===== src/rtl/ps2_host_tx.sv =====
// ps2_host_tx: PS/2 host-to-device transmitter.
// Sends one command byte to a keyboard. The sequence is: clock inhibit,
// request-to-send, ten device-clocked bits (8 data bits LSB first, odd
// parity, stop), then the device ACK and a wait for the bus to go idle.
// Ports:
//   clk, resetN            - clock, synchronous active-high reset
//   tx_data, tx_valid      - command byte and send request
//   tx_ready               - high while idle; a request is accepted then
//   PS2C, PS2D             - raw (asynchronous) PS/2 line levels
//   ps2c_oe, ps2d_oe       - 1 = pull the line low (open collector)
//   tx_done, tx_error      - single-cycle completion / failure pulses
module ps2_host_tx #(
    parameter int unsigned CLK_HOLD_CYCLES = 5000,
    parameter int unsigned REQ_CYCLES      = 16,
    parameter int unsigned TIMEOUT_CYCLES  = 750000
) (
    input  logic       clk,
    input  logic       resetN,
    input  logic [7:0] tx_data,
    input  logic       tx_valid,
    output logic       tx_ready,
    input  logic       PS2C,
    input  logic       PS2D,
    output logic       ps2c_oe,
    output logic       ps2d_oe,
    output logic       tx_done,
    output logic       tx_error
);

    localparam int unsigned MAX_HR  = (CLK_HOLD_CYCLES > REQ_CYCLES) ? CLK_HOLD_CYCLES : REQ_CYCLES;
    localparam int unsigned MAX_CYC = (MAX_HR > TIMEOUT_CYCLES) ? MAX_HR : TIMEOUT_CYCLES;
    localparam int unsigned CNT_W   = $clog2(MAX_CYC + 1);
    localparam int unsigned BIT_W   = 4;

    typedef enum logic [2:0] {
        IDLE,
        INHIBIT,
        REQ,
        BITS,
        ACK,
        WAIT_IDLE
    } state_t;

    state_t             state, state_n;
    logic [CNT_W-1:0]   cnt, cnt_n;
    logic [BIT_W-1:0]   bit_idx, bit_n;
    logic [9:0]         frame, frame_n;
    logic               c_oe_n, d_oe_n, done_n, err_n, ready_n;
    logic               c_meta, c_sync, c_prev;
    logic               d_meta, d_sync;
    logic               fall;
    logic               timeout_hit;

    // Device clock falling edge, seen on the synchronized line.
    assign fall        = c_prev & ~c_sync;
    assign timeout_hit = (cnt == CNT_W'(TIMEOUT_CYCLES - 1));

    // Registers: synchronizers, state, counters and all outputs.
    always_ff @(posedge clk) begin
        if (resetN) begin
            state    <= IDLE;
            cnt      <= '0;
            bit_idx  <= '0;
            frame    <= '0;
            ps2c_oe  <= 1'b0;
            ps2d_oe  <= 1'b0;
            tx_done  <= 1'b0;
            tx_error <= 1'b0;
            tx_ready <= 1'b1;
            c_meta   <= 1'b1;
            c_sync   <= 1'b1;
            c_prev   <= 1'b1;
            d_meta   <= 1'b1;
            d_sync   <= 1'b1;
        end else begin
            state    <= state_n;
            cnt      <= cnt_n;
            bit_idx  <= bit_n;
            frame    <= frame_n;
            ps2c_oe  <= c_oe_n;
            ps2d_oe  <= d_oe_n;
            tx_done  <= done_n;
            tx_error <= err_n;
            tx_ready <= ready_n;
            c_meta   <= PS2C;
            c_sync   <= c_meta;
            c_prev   <= c_sync;
            d_meta   <= PS2D;
            d_sync   <= d_meta;
        end
    end

    // Next-state and next-output logic.
    always_comb begin
        state_n = state;
        cnt_n   = cnt;
        bit_n   = bit_idx;
        frame_n = frame;
        c_oe_n  = ps2c_oe;
        d_oe_n  = ps2d_oe;
        done_n  = 1'b0;
        err_n   = 1'b0;

        case (state)
            IDLE: begin
                if (tx_valid && tx_ready) begin
                    // Frame bits in send order: data LSB first, odd parity, stop.
                    frame_n = {1'b1, ~^tx_data, tx_data};
                    state_n = INHIBIT;
                    cnt_n   = '0;
                    c_oe_n  = 1'b1;
                    d_oe_n  = 1'b0;
                end
            end
            INHIBIT: begin
                if (cnt == CNT_W'(CLK_HOLD_CYCLES - 1)) begin
                    state_n = REQ;
                    cnt_n   = '0;
                    d_oe_n  = 1'b1;
                end else begin
                    cnt_n = cnt + CNT_W'(1);
                end
            end
            REQ: begin
                if (cnt == CNT_W'(REQ_CYCLES - 1)) begin
                    // Release the clock; data stays low as the start bit.
                    state_n = BITS;
                    cnt_n   = '0;
                    bit_n   = '0;
                    c_oe_n  = 1'b0;
                end else begin
                    cnt_n = cnt + CNT_W'(1);
                end
            end
            BITS: begin
                if (fall) begin
                    cnt_n  = '0;
                    d_oe_n = ~frame[bit_idx];
                    bit_n  = bit_idx + BIT_W'(1);
                    if (bit_idx == BIT_W'(9)) begin
                        state_n = ACK;
                    end
                end else if (timeout_hit) begin
                    state_n = IDLE;
                    cnt_n   = '0;
                    err_n   = 1'b1;
                    c_oe_n  = 1'b0;
                    d_oe_n  = 1'b0;
                end else begin
                    cnt_n = cnt + CNT_W'(1);
                end
            end
            ACK: begin
                if (fall) begin
                    cnt_n = '0;
                    if (!d_sync) begin
                        state_n = WAIT_IDLE;
                    end else begin
                        state_n = IDLE;
                        err_n   = 1'b1;
                    end
                end else if (timeout_hit) begin
                    state_n = IDLE;
                    cnt_n   = '0;
                    err_n   = 1'b1;
                    c_oe_n  = 1'b0;
                    d_oe_n  = 1'b0;
                end else begin
                    cnt_n = cnt + CNT_W'(1);
                end
            end
            WAIT_IDLE: begin
                if (c_sync && d_sync) begin
                    state_n = IDLE;
                    cnt_n   = '0;
                    done_n  = 1'b1;
                end else if (timeout_hit) begin
                    state_n = IDLE;
                    cnt_n   = '0;
                    err_n   = 1'b1;
                    c_oe_n  = 1'b0;
                    d_oe_n  = 1'b0;
                end else begin
                    cnt_n = cnt + CNT_W'(1);
                end
            end
            default: begin
                state_n = IDLE;
                cnt_n   = '0;
                c_oe_n  = 1'b0;
                d_oe_n  = 1'b0;
            end
        endcase

        ready_n = (state_n == IDLE);
    end

endmodule


===== config.mk =====
export PLATFORM = sky130hd
export DESIGN_NAME = ps2_host_tx
export DESIGN_NICKNAME = d
export VERILOG_FILES = /design/src/rtl/ps2_host_tx.sv
export SDC_FILE = /design/constraint.sdc
export NUM_CORES = 1
export LEC_CHECK = 0
export BUFFER_PORTS_ARGS = -buffer_cell sky130_fd_sc_hd__clkbuf_2
export CORE_ASPECT_RATIO = 1.1
export CORE_MARGIN = 2
export CORE_UTILIZATION = 54
export CTS_CLUSTER_DIAMETER = 100
export DETAILED_ROUTE_END_ITERATION = 12
export PLACE_DENSITY = 0.86
export SKIP_CTS_REPAIR_TIMING = 1
export SYNTH_ARGS = -nofsm -noshare
export SYNTH_HDL_FRONTEND = slang
export SYNTH_SLANG_ARGS = --single-unit

===== constraint.sdc =====
create_clock -name clk -period 2.14 [get_ports clk]
set_input_delay 0.428 -clock clk [delete_from_list [all_inputs] [get_ports clk]]
set_output_delay 0.428 -clock clk [all_outputs]
set_load 0.02 [all_outputs]

# --- Word level (Yosys, flattened, before mapping) ---
# Index checks and enable logic that the tools add are counted.
word_totals:
  inputBits: 13
  reg_bits: 47
  ramBits: 0
  mem_count: 0
  romBits: 0
  latchBits: 0
  output_inout_bits: 5
  word_cells: 93
classes:
  n_addsub: 2
  muxes: 42
  eq_ne: 16
  reduce_logical: 12
  div: 0
  shifts: 0
  n_bitwise: 6
  order_cmp: 1
  mul: 0
op_table:
  columns: ["cell", "n"]
  rows:
  - ["$mux 20", 6]
  - ["$pmux 20 s5", 1]
  - ["$mux 3", 9]
  - ["$add 20x1->20 const B", 1]
  - ["$eq 20x13->1 const B", 1]
  - ["$eq 20x20->1 const B", 1]
  - ["$eq 20x4->1 const B", 1]
  - ["$mux 1", 18]
  - ["$pmux 3 s6", 1]
  - ["$ne 2x2->1 const B", 7]
  - ["$reduce_and 5->1", 2]
  - ["$mux 4", 2]
  - ["$pmux 4 s2", 1]
  - ["$reduce_xnor 8->1", 1]
  - ["$eq 3x2->1 const B", 2]
  - ["$eq 3x3->1 const B", 2]
  - ["$logic_not 3->1", 2]
  - ["$pmux 1 s6", 1]
  - ["$lt 4x5->1 const B", 1]
  - ["$not 1->1", 5]
  - ["$pmux 1 s5", 1]
  - ["$add 4x1->4 const B", 1]
  - ["$bmux 1 s4", 1]
  - ["$eq 4x4->1 const B", 1]
  - ["other kinds (8)", 10]

# --- Logic depth before layout (Yosys ltp) ---
# Gate-level depths: netlist of the first run.
logic_depth:
  depth_word: 5
  mapped_depth: 8
  depth_no_buf: 6

# --- Worst setup path before layout of the first run ---
# Ideal clock, no wire load.
synth_timing:
  path_kind: "register to register"
  start: "register cnt[15]"
  end: "register cnt[6]"
  synth_period_minus_slack_ps: 2085
  arrival_time_ps: 1966
  setup_ps: 119
  stages_incl_launch_ff: 8
  required_ps: 2021
  setup_slack_ps: 55
  path_buffers: 2
  path_cell_list: "dfxtp_1 > or4_4 > nand4bb_4 > o31ai_4 > a41o_1 > buf_6 > buf_12 > nor2_4"
synth_between:
  elab_chain_len: 4
  word_cells_on_any_way: 9
synth_lines:
  columns: ["item", "line", "rtl"]
  rows:
  - ["start: declaration", "45", "logic [CNT_W-1:0] cnt, cnt_n;"]
  - ["start signal: assignment", "77", "cnt <= cnt_n;"]
  - ["$eq 20x20->1", "56", "assign timeout_hit = (cnt == CNT_W'(TIMEOUT_CYCLES - 1));"]
  - ["$mux 20", "143, 162, 177", null]
  - ["$mux 20 (on tied branches)", "173, 136", null]
  - ["$pmux 20 s5 (*)", "104", "case (state)"]
# Mark *: on every way between the ends. The rest lies on a longest branch, timed or not.
# A chain may end at the register's enable or synchronous reset.

# --- Worst setup path after layout of the first run ---
layout_timing:
  start: "register cnt[18]"
  end: "register tx_ready"
layout_between:
  elab_chain_len: 5
  word_cells_on_any_way: 11
layout_lines:
  columns: ["item", "line", "rtl"]
  rows:
  - ["$eq 20x20->1", "56", null]
  - ["$mux 3", "143, 162, 177", null]
  - ["$mux 3 (on tied branches)", "173, 136, 154", null]
  - ["$pmux 3 s6 (*)", "104", null]
  - ["$logic_not 3->1 (*)", "195", "ready_n = (state_n == IDLE);"]
  - ["end signal: assignment", "84", "tx_ready <= ready_n;"]
  - ["end: declaration", "21", "output logic tx_ready,"]
# Marked as above.

==> results of run 1 <==
==> worst max-delay path, stage by stage, from the launching register on <==
cell and delay (ns):
dfxtp_1 0.35, or4_4 0.55, nand4bb_4 0.27, or3_4 0.44, o2111a_1 0.16, a31o_1 0.18
==> cell families (layout without fill, tap and decap cells) <==
group,count (synthesis),in the layout,synth area share
flip-flops,47,47,0.370
AND/OR/NAND/NOR,147,147,0.333
buffers and inverters,22,56,0.0433
AO/OA/AOI/OAI,43,43,0.120
XOR/XNOR,26,26,0.0895
adder cells (fa/ha/maj),3,3,0.0148
multiplexers,5,5,0.0300
==> worst paths after layout <==
path	start	end	slack (ns)	cells past startpoint
worst max register to register	cnt[18]$_SDFFE_PP0P_	tx_ready$_SDFF_PP1_	0.09	5
worst max-delay path	cnt[18]$_SDFFE_PP0P_	tx_ready$_SDFF_PP1_	0.09	5
worst min register to register	d_meta$_SDFF_PP1_	d_sync$_SDFF_PP1_	0.41	1
worst min-delay path	PS2C	c_meta$_SDFF_PP1_	0.32	2
==> state kept, by name, indices dropped and copies added, names as in the netlist <==
signal	count
cnt	20
frame	10
bit_idx	4
state	3
c_meta	1
c_prev	1
c_sync	1
d_meta	1
d_sync	1
ps2c_oe	1
ps2d_oe	1
tx_done	1
tx_error	1
tx_ready	1
==> cell usage in the layout, fill, tap and decap left out, types with 2 or more instances in the layout <==
| cell type | synthesis | final |
|---|---|---|
| nor3b_1 | 3 | 3 |
| a32o_1 | 2 | 2 |
| ha_1 | 3 | 2 |
| or2_2 | 8 | 8 |
| dfxtp_1 | 47 | 47 |
| nor2_4 | 10 | 10 |
| nand3b_1 | 2 | 2 |
| mux2i_1 | 2 | 2 |
| nor3_1 | 11 | 11 |
| a21oi_1 | 16 | 16 |
| nand3_1 | 11 | 11 |
| nor2_1 | 26 | 26 |
| inv_1 | 10 | 10 |
| nand2b_1 | 2 | 2 |
| nand4b_1 | 2 | 2 |
| xor2_1 | 6 | 6 |
| and2_1 | 3 | 3 |
| xnor2_1 | 20 | 20 |
| o21ai_2 | 0 | 2 |
| clkinvlp_4 | 0 | 2 |
| nand4_1 | 7 | 7 |
| or3_1 | 4 | 3 |
| nor4_1 | 7 | 7 |
| mux4_2 | 2 | 2 |
| o211ai_1 | 4 | 4 |
| o21ai_0 | 6 | 5 |
| clkbuf_2 | 0 | 17 |
| buf_4 | 0 | 18 |
| clkbuf_8 | 0 | 5 |
| nor2b_1 | 4 | 4 |
| or4_4 | 1 | 2 |
| nand2_1 | 36 | 36 |
| and3_1 | 5 | 5 |
==> report_power, final <==
| part | total [mW] | switching [mW] | internal, mW |
|---|---|---|---|
| clock | 0.530 | 0.302 | 0.228 |
| combinational | 0.218 | 0.119 | 0.0993 |
| sequential | 0.923 | 0.0212 | 0.901 |
| total | 1.67 | 0.442 | 1.23 |
==> routing by layer <==
metal / global-route usage / vias up / share of wire
met3: 0.0397 / 15 / 0.046
met2: 0.362 / 60 / 0.50
met4: 0.0608 / 0 / 0.022
li1: - / 1095 / -
met1: 0.259 / 1036 / 0.43
met5: 0 / - / 0
==> area by class of cell <==
class,instances,area [um2],area share
multi-input combinational,224,1520,0.518
sequential,47,941,0.321
timing repair buffer,38,277,0.0942
tap,56,70.1,0.0239
clock buffer,5,68.8,0.0234
inverter,10,37.5,0.0128
clock inverter,3,20.0,0.00682
==> run metrics, run 1 <==
mapped cell area=roughly 2500 um2; clk buf depth=2; io pins=18; Clock Skew=0.0103 ns; worst hold margin=between 0.3 and 0.4 ns; maximum clock frequency=about 0.49 GHz; Critical Path Start Type=register; Die ar.=about 5300 um2; Port Buffers=17; Post-Synthesis Cells=between 200 and 300; initial antenna violation count=0; clk slew on worst S/H paths=0.09 ns; Post-synth EDFFs=0; vias in the first global route=~2,000; Worst Setup Slack, final=roughly 0.089 ns; DRC errors left=0; Routed Wire Length=approximately 5600 um; fillers=385; layout cells sized above 1=0.245; Slew Viols, Final=0; non-filler cells, final=~380; core region area=about 4600 um2; Hold Violations, Final=0; critical path class=register to register; Syn-to-layout area delta=15.4%; cts bufs inserted=5; Die W=slightly below 70 um; largest net degree at the start of global routing=21; synth warn=0; Die H=roughly 76 um; post-layout util=0.640; vias per inst=approximately 5.8; post-synthesis cell type with the largest combined area=dfxtp_1; drt initial violations=around 240; Synth Register Bits=47; # rows=26; Final period util=0.958; DP Area=approximately 2800 um2; clk root buf=clkbuf_8; nature of the critical path endpoint=register; # setup viols final=0; TNS Setup=0 ns; Synth top cells by count=dfxtp_1 (47), nand2_1 (36), nor2_1 (26); Async SR Flop Fraction=0; Syn Nets=around 310; CTS tree=done; Final Total Pwr=~1.7 mW; routed length per instance=roughly 15 um; Pwr Density=569 nW/um2; Initial Util=0.555; worst-margin pin slew=0.548 ns; Placed Cells=about 370; via count=between 2,000 and 2,500; VDD IR max=between 0.2 and 0.3 mV; global placement routability congestion=0.896; number of library cell types mapped by synthesis=between 50 and 60; DR pass1 iterations=4; pre-CTS setup slack=roughly 0.013 ns; synth top area cells=dfxtp_1 (37%), xnor2_1 (6.9%), nand2_1 (5.3%), nor2_4 (4.4%), nor2_1 (3.8%); most common cell in the netlist=dfxtp_1; Worst Path Required=between 2 and 2.5 ns; Top FF cell, synth=dfxtp_1; n_diodes=0; Final min period=2.05 ns; Synth top area share=0.370; DP HPWL=between 3000 and 4000 um; Worst-Skew Late Latency=0.30 ns; unrepaired setup endpoints after global routing=false; Nets=between 300 and 400; Rel. slew slack=0.634; Total GRT Usage=0.207; # Max-Cap Violations=0; Worst Path Arrival=around 2.3 ns; ANT nets after route=0; clk sinks=47; Leak=1.02 nW; htree depth=2; register area share after synthesis=0.370; gr ovfl total=0; HP Class=primary input to register; Syn Area/Cell=around 8.7 um2; outcome=completed; first-pass GRT wire length=~9100 um; crit-path max FO=5; Finished Cell Area=slightly below 3000 um2
Note: power is estimated with default switching activity, not from simulation.
==> run 2: changes to the inputs <==
--- a/config.mk
+++ b/config.mk
@@ -12,6 +12,7 @@
 export CTS_CLUSTER_DIAMETER = 100
 export DETAILED_ROUTE_END_ITERATION = 12
 export PLACE_DENSITY = 0.86
+export SETUP_SLACK_MARGIN = 0.4
 export SKIP_CTS_REPAIR_TIMING = 1
 export SYNTH_ARGS = -nofsm -noshare
 export SYNTH_HDL_FRONTEND = slang
==> run metrics, run 2 (synthesis gave the netlist of run 1 again) <==
Hold Violations, Final=0; Critical R2R Launch=state[0]$_SDFF_PP0_; Slew Viols, Final=0; Clock Skew=0.0104 ns; area of the multi-input gates=1570 um2; Top Registers=cnt (20), frame (10), bit_idx (4); Total GRT Usage=0.210; Routed Wire Length=between 5000 and 6000 um; clk slew on worst S/H paths=0.09 ns; initial antenna violation count=0; Leak=about 1.0 nW; FF/Latch Area=roughly 950 um2; global placement routability congestion=between 0.8 and 0.9; Critical R2R Capture=tx_ready$_SDFF_PP1_; ANT nets after route=0; Worst R2R Path Depth=5; worst-margin pin slew=between 0.5 and 0.6 ns; layout cells sized above 1=0.279; Net Switching=between 0.4 and 0.5 mW; Largest register FFs=20; cts bufs inserted=5; n_diodes=0; clock power share=0.376; Worst Path Arrival=2.27 ns; flop2flop setup slack=around 0.064 ns; first-pass GRT wire length=about 9100 um; critical path class=register to register; largest net degree at the start of global routing=23; HP Class=primary input to register; vias per inst=around 5.9; DRC errors left=0; unrepaired setup endpoints after global routing=true; CTS tree=done; # rows=26; htree depth=2; Die H=about 76 um; Hold Path Stages=2; Die W=about 69 um; Worst Path Required=2.33 ns; Worst-Skew Late Latency=0.30 ns; combinational share of power=0.122; VDD IR max=between 0.4 and 0.5 mV; routed length per instance=~15 um; DR pass1 iterations=4; Pint=roughly 1.4 mW; nature of the critical path endpoint=register; clk sinks=between 40 and 50; TNS Setup=0 ns; clk buf depth=2; Critical Path Start Type=register; Biggest register=cnt; Pwr Density=around 600 nW/um2; DP HPWL=a little under 4000 um; commonest non-fill, non-tap cell in the layout=dfxtp_1; Initial Util=0.555; Final period util=0.970; drt initial violations=approximately 140; clk root buf=clkbuf_8; Hold Crit Start=PS2C; maximum clock frequency=between 0.4 and 0.5 GHz; outcome=completed; Port Buffers=17; fillers=340; Sw Ratio=0.247; # Max-Cap Violations=0; vias in the first global route=2,066; Syn-to-layout area delta=18.7%; DP Area=2770 um2; gr ovfl total=0; Final min period=approximately 2.1 ns; Die ar.=5280 um2; core region area=approximately 4600 um2; # setup viols final=0; most frequent cells in the layout=dfxtp_1 (43), nand2_1 (36), nor2_1 (25); Rel. slew slack=0.610; Finished Cell Area=around 3000 um2; io pins=18; crit-path max FO=14; Nets=about 340; via count=2,248; end of the worst hold path=c_meta$_SDFF_PP1_; sequential share of power=0.501
run 2: cell types whose count changed in the layout (fill, tap and decap cells not counted), sizes merged:
cell / previous run / this run
buf: 20 / 19
bufinv: 0 / 1
clkbuf: 23 / 24
clkinv: 1 / 0
clkinvlp: 2 / 0
inv: 10 / 11
run 2: stage by stage:
step	std cells	worst slack, ns	hold WS, ns	util	total power, mW
2_1_floorplan	293	0.155	0.389	-	1.09
4_1_cts	378	0.0625	0.302	0.630	1.82
5_1_grt	382	0.0150	0.306	0.658	1.91
3_5_place_dp	370	0.0873	0.402	0.604	1.14
3_3_place_gp	370	0.159	0.401	0.604	1.14
6_report	382	0.0638	0.304	0.658	1.84
run 2: metal layers:
metal / up-vias / GRT usage / share of wire
met5: - / 0 / 0
li1: 1089 / - / -
met4: 0 / 0.0961 / 0.025
met2: 76 / 0.355 / 0.51
met1: 1067 / 0.250 / 0.43
met3: 16 / 0.0503 / 0.043
run 2: worst max-delay path, stage by stage, from the launching register on:
cell	delay, ns
dfxtp_1	0.44
nor3b_1	0.55
inv_1	0.19
or3_4	0.45
o2111a_1	0.15
a31o_1	0.19
run 2: worst max path at each step:
stage / from / endpoint / slack, ns / cells past startpoint
finish: state[0]$_SDFF_PP0_ / tx_ready$_SDFF_PP1_ / 0.06 / 5
global route: state[0]$_SDFF_PP0_ / tx_ready$_SDFF_PP1_ / 0.01 / 5
CTS: cnt[6]$_SDFFE_PP0P_ / tx_ready$_SDFF_PP1_ / 0.06 / 5
detailed placement: cnt[6]$_SDFFE_PP0P_ / tx_ready$_SDFF_PP1_ / 0.09 / 5
global placement: cnt[6]$_SDFFE_PP0P_ / tx_ready$_SDFF_PP1_ / 0.16 / 5
floorplan: cnt[6]$_SDFFE_PP0P_ / cnt[6]$_SDFFE_PP0P_ / 0.15 / 7
run 2: power groups by stage:
stage / Clock [mW] / Sequential [mW] / Combinational, mW
2_1_floorplan: 0 / 0.940 / 0.148
5_1_grt: 0.739 / 0.928 / 0.242
3_3_place_gp: 0 / 0.942 / 0.195
4_1_cts: 0.697 / 0.923 / 0.200
6_report: 0.693 / 0.924 / 0.226
3_5_place_dp: 0 / 0.943 / 0.199
run 2: area by class of cell:
type	instances	area share
Tap cell	56	0.0232
Clock buffer	6	0.0273
Sequential cell	47	0.313
Inverter	10	0.0124
Timing Repair Buffer	37	0.0915
Multi-Input combinational cell	224	0.519
Clock inverter	2	0.0128
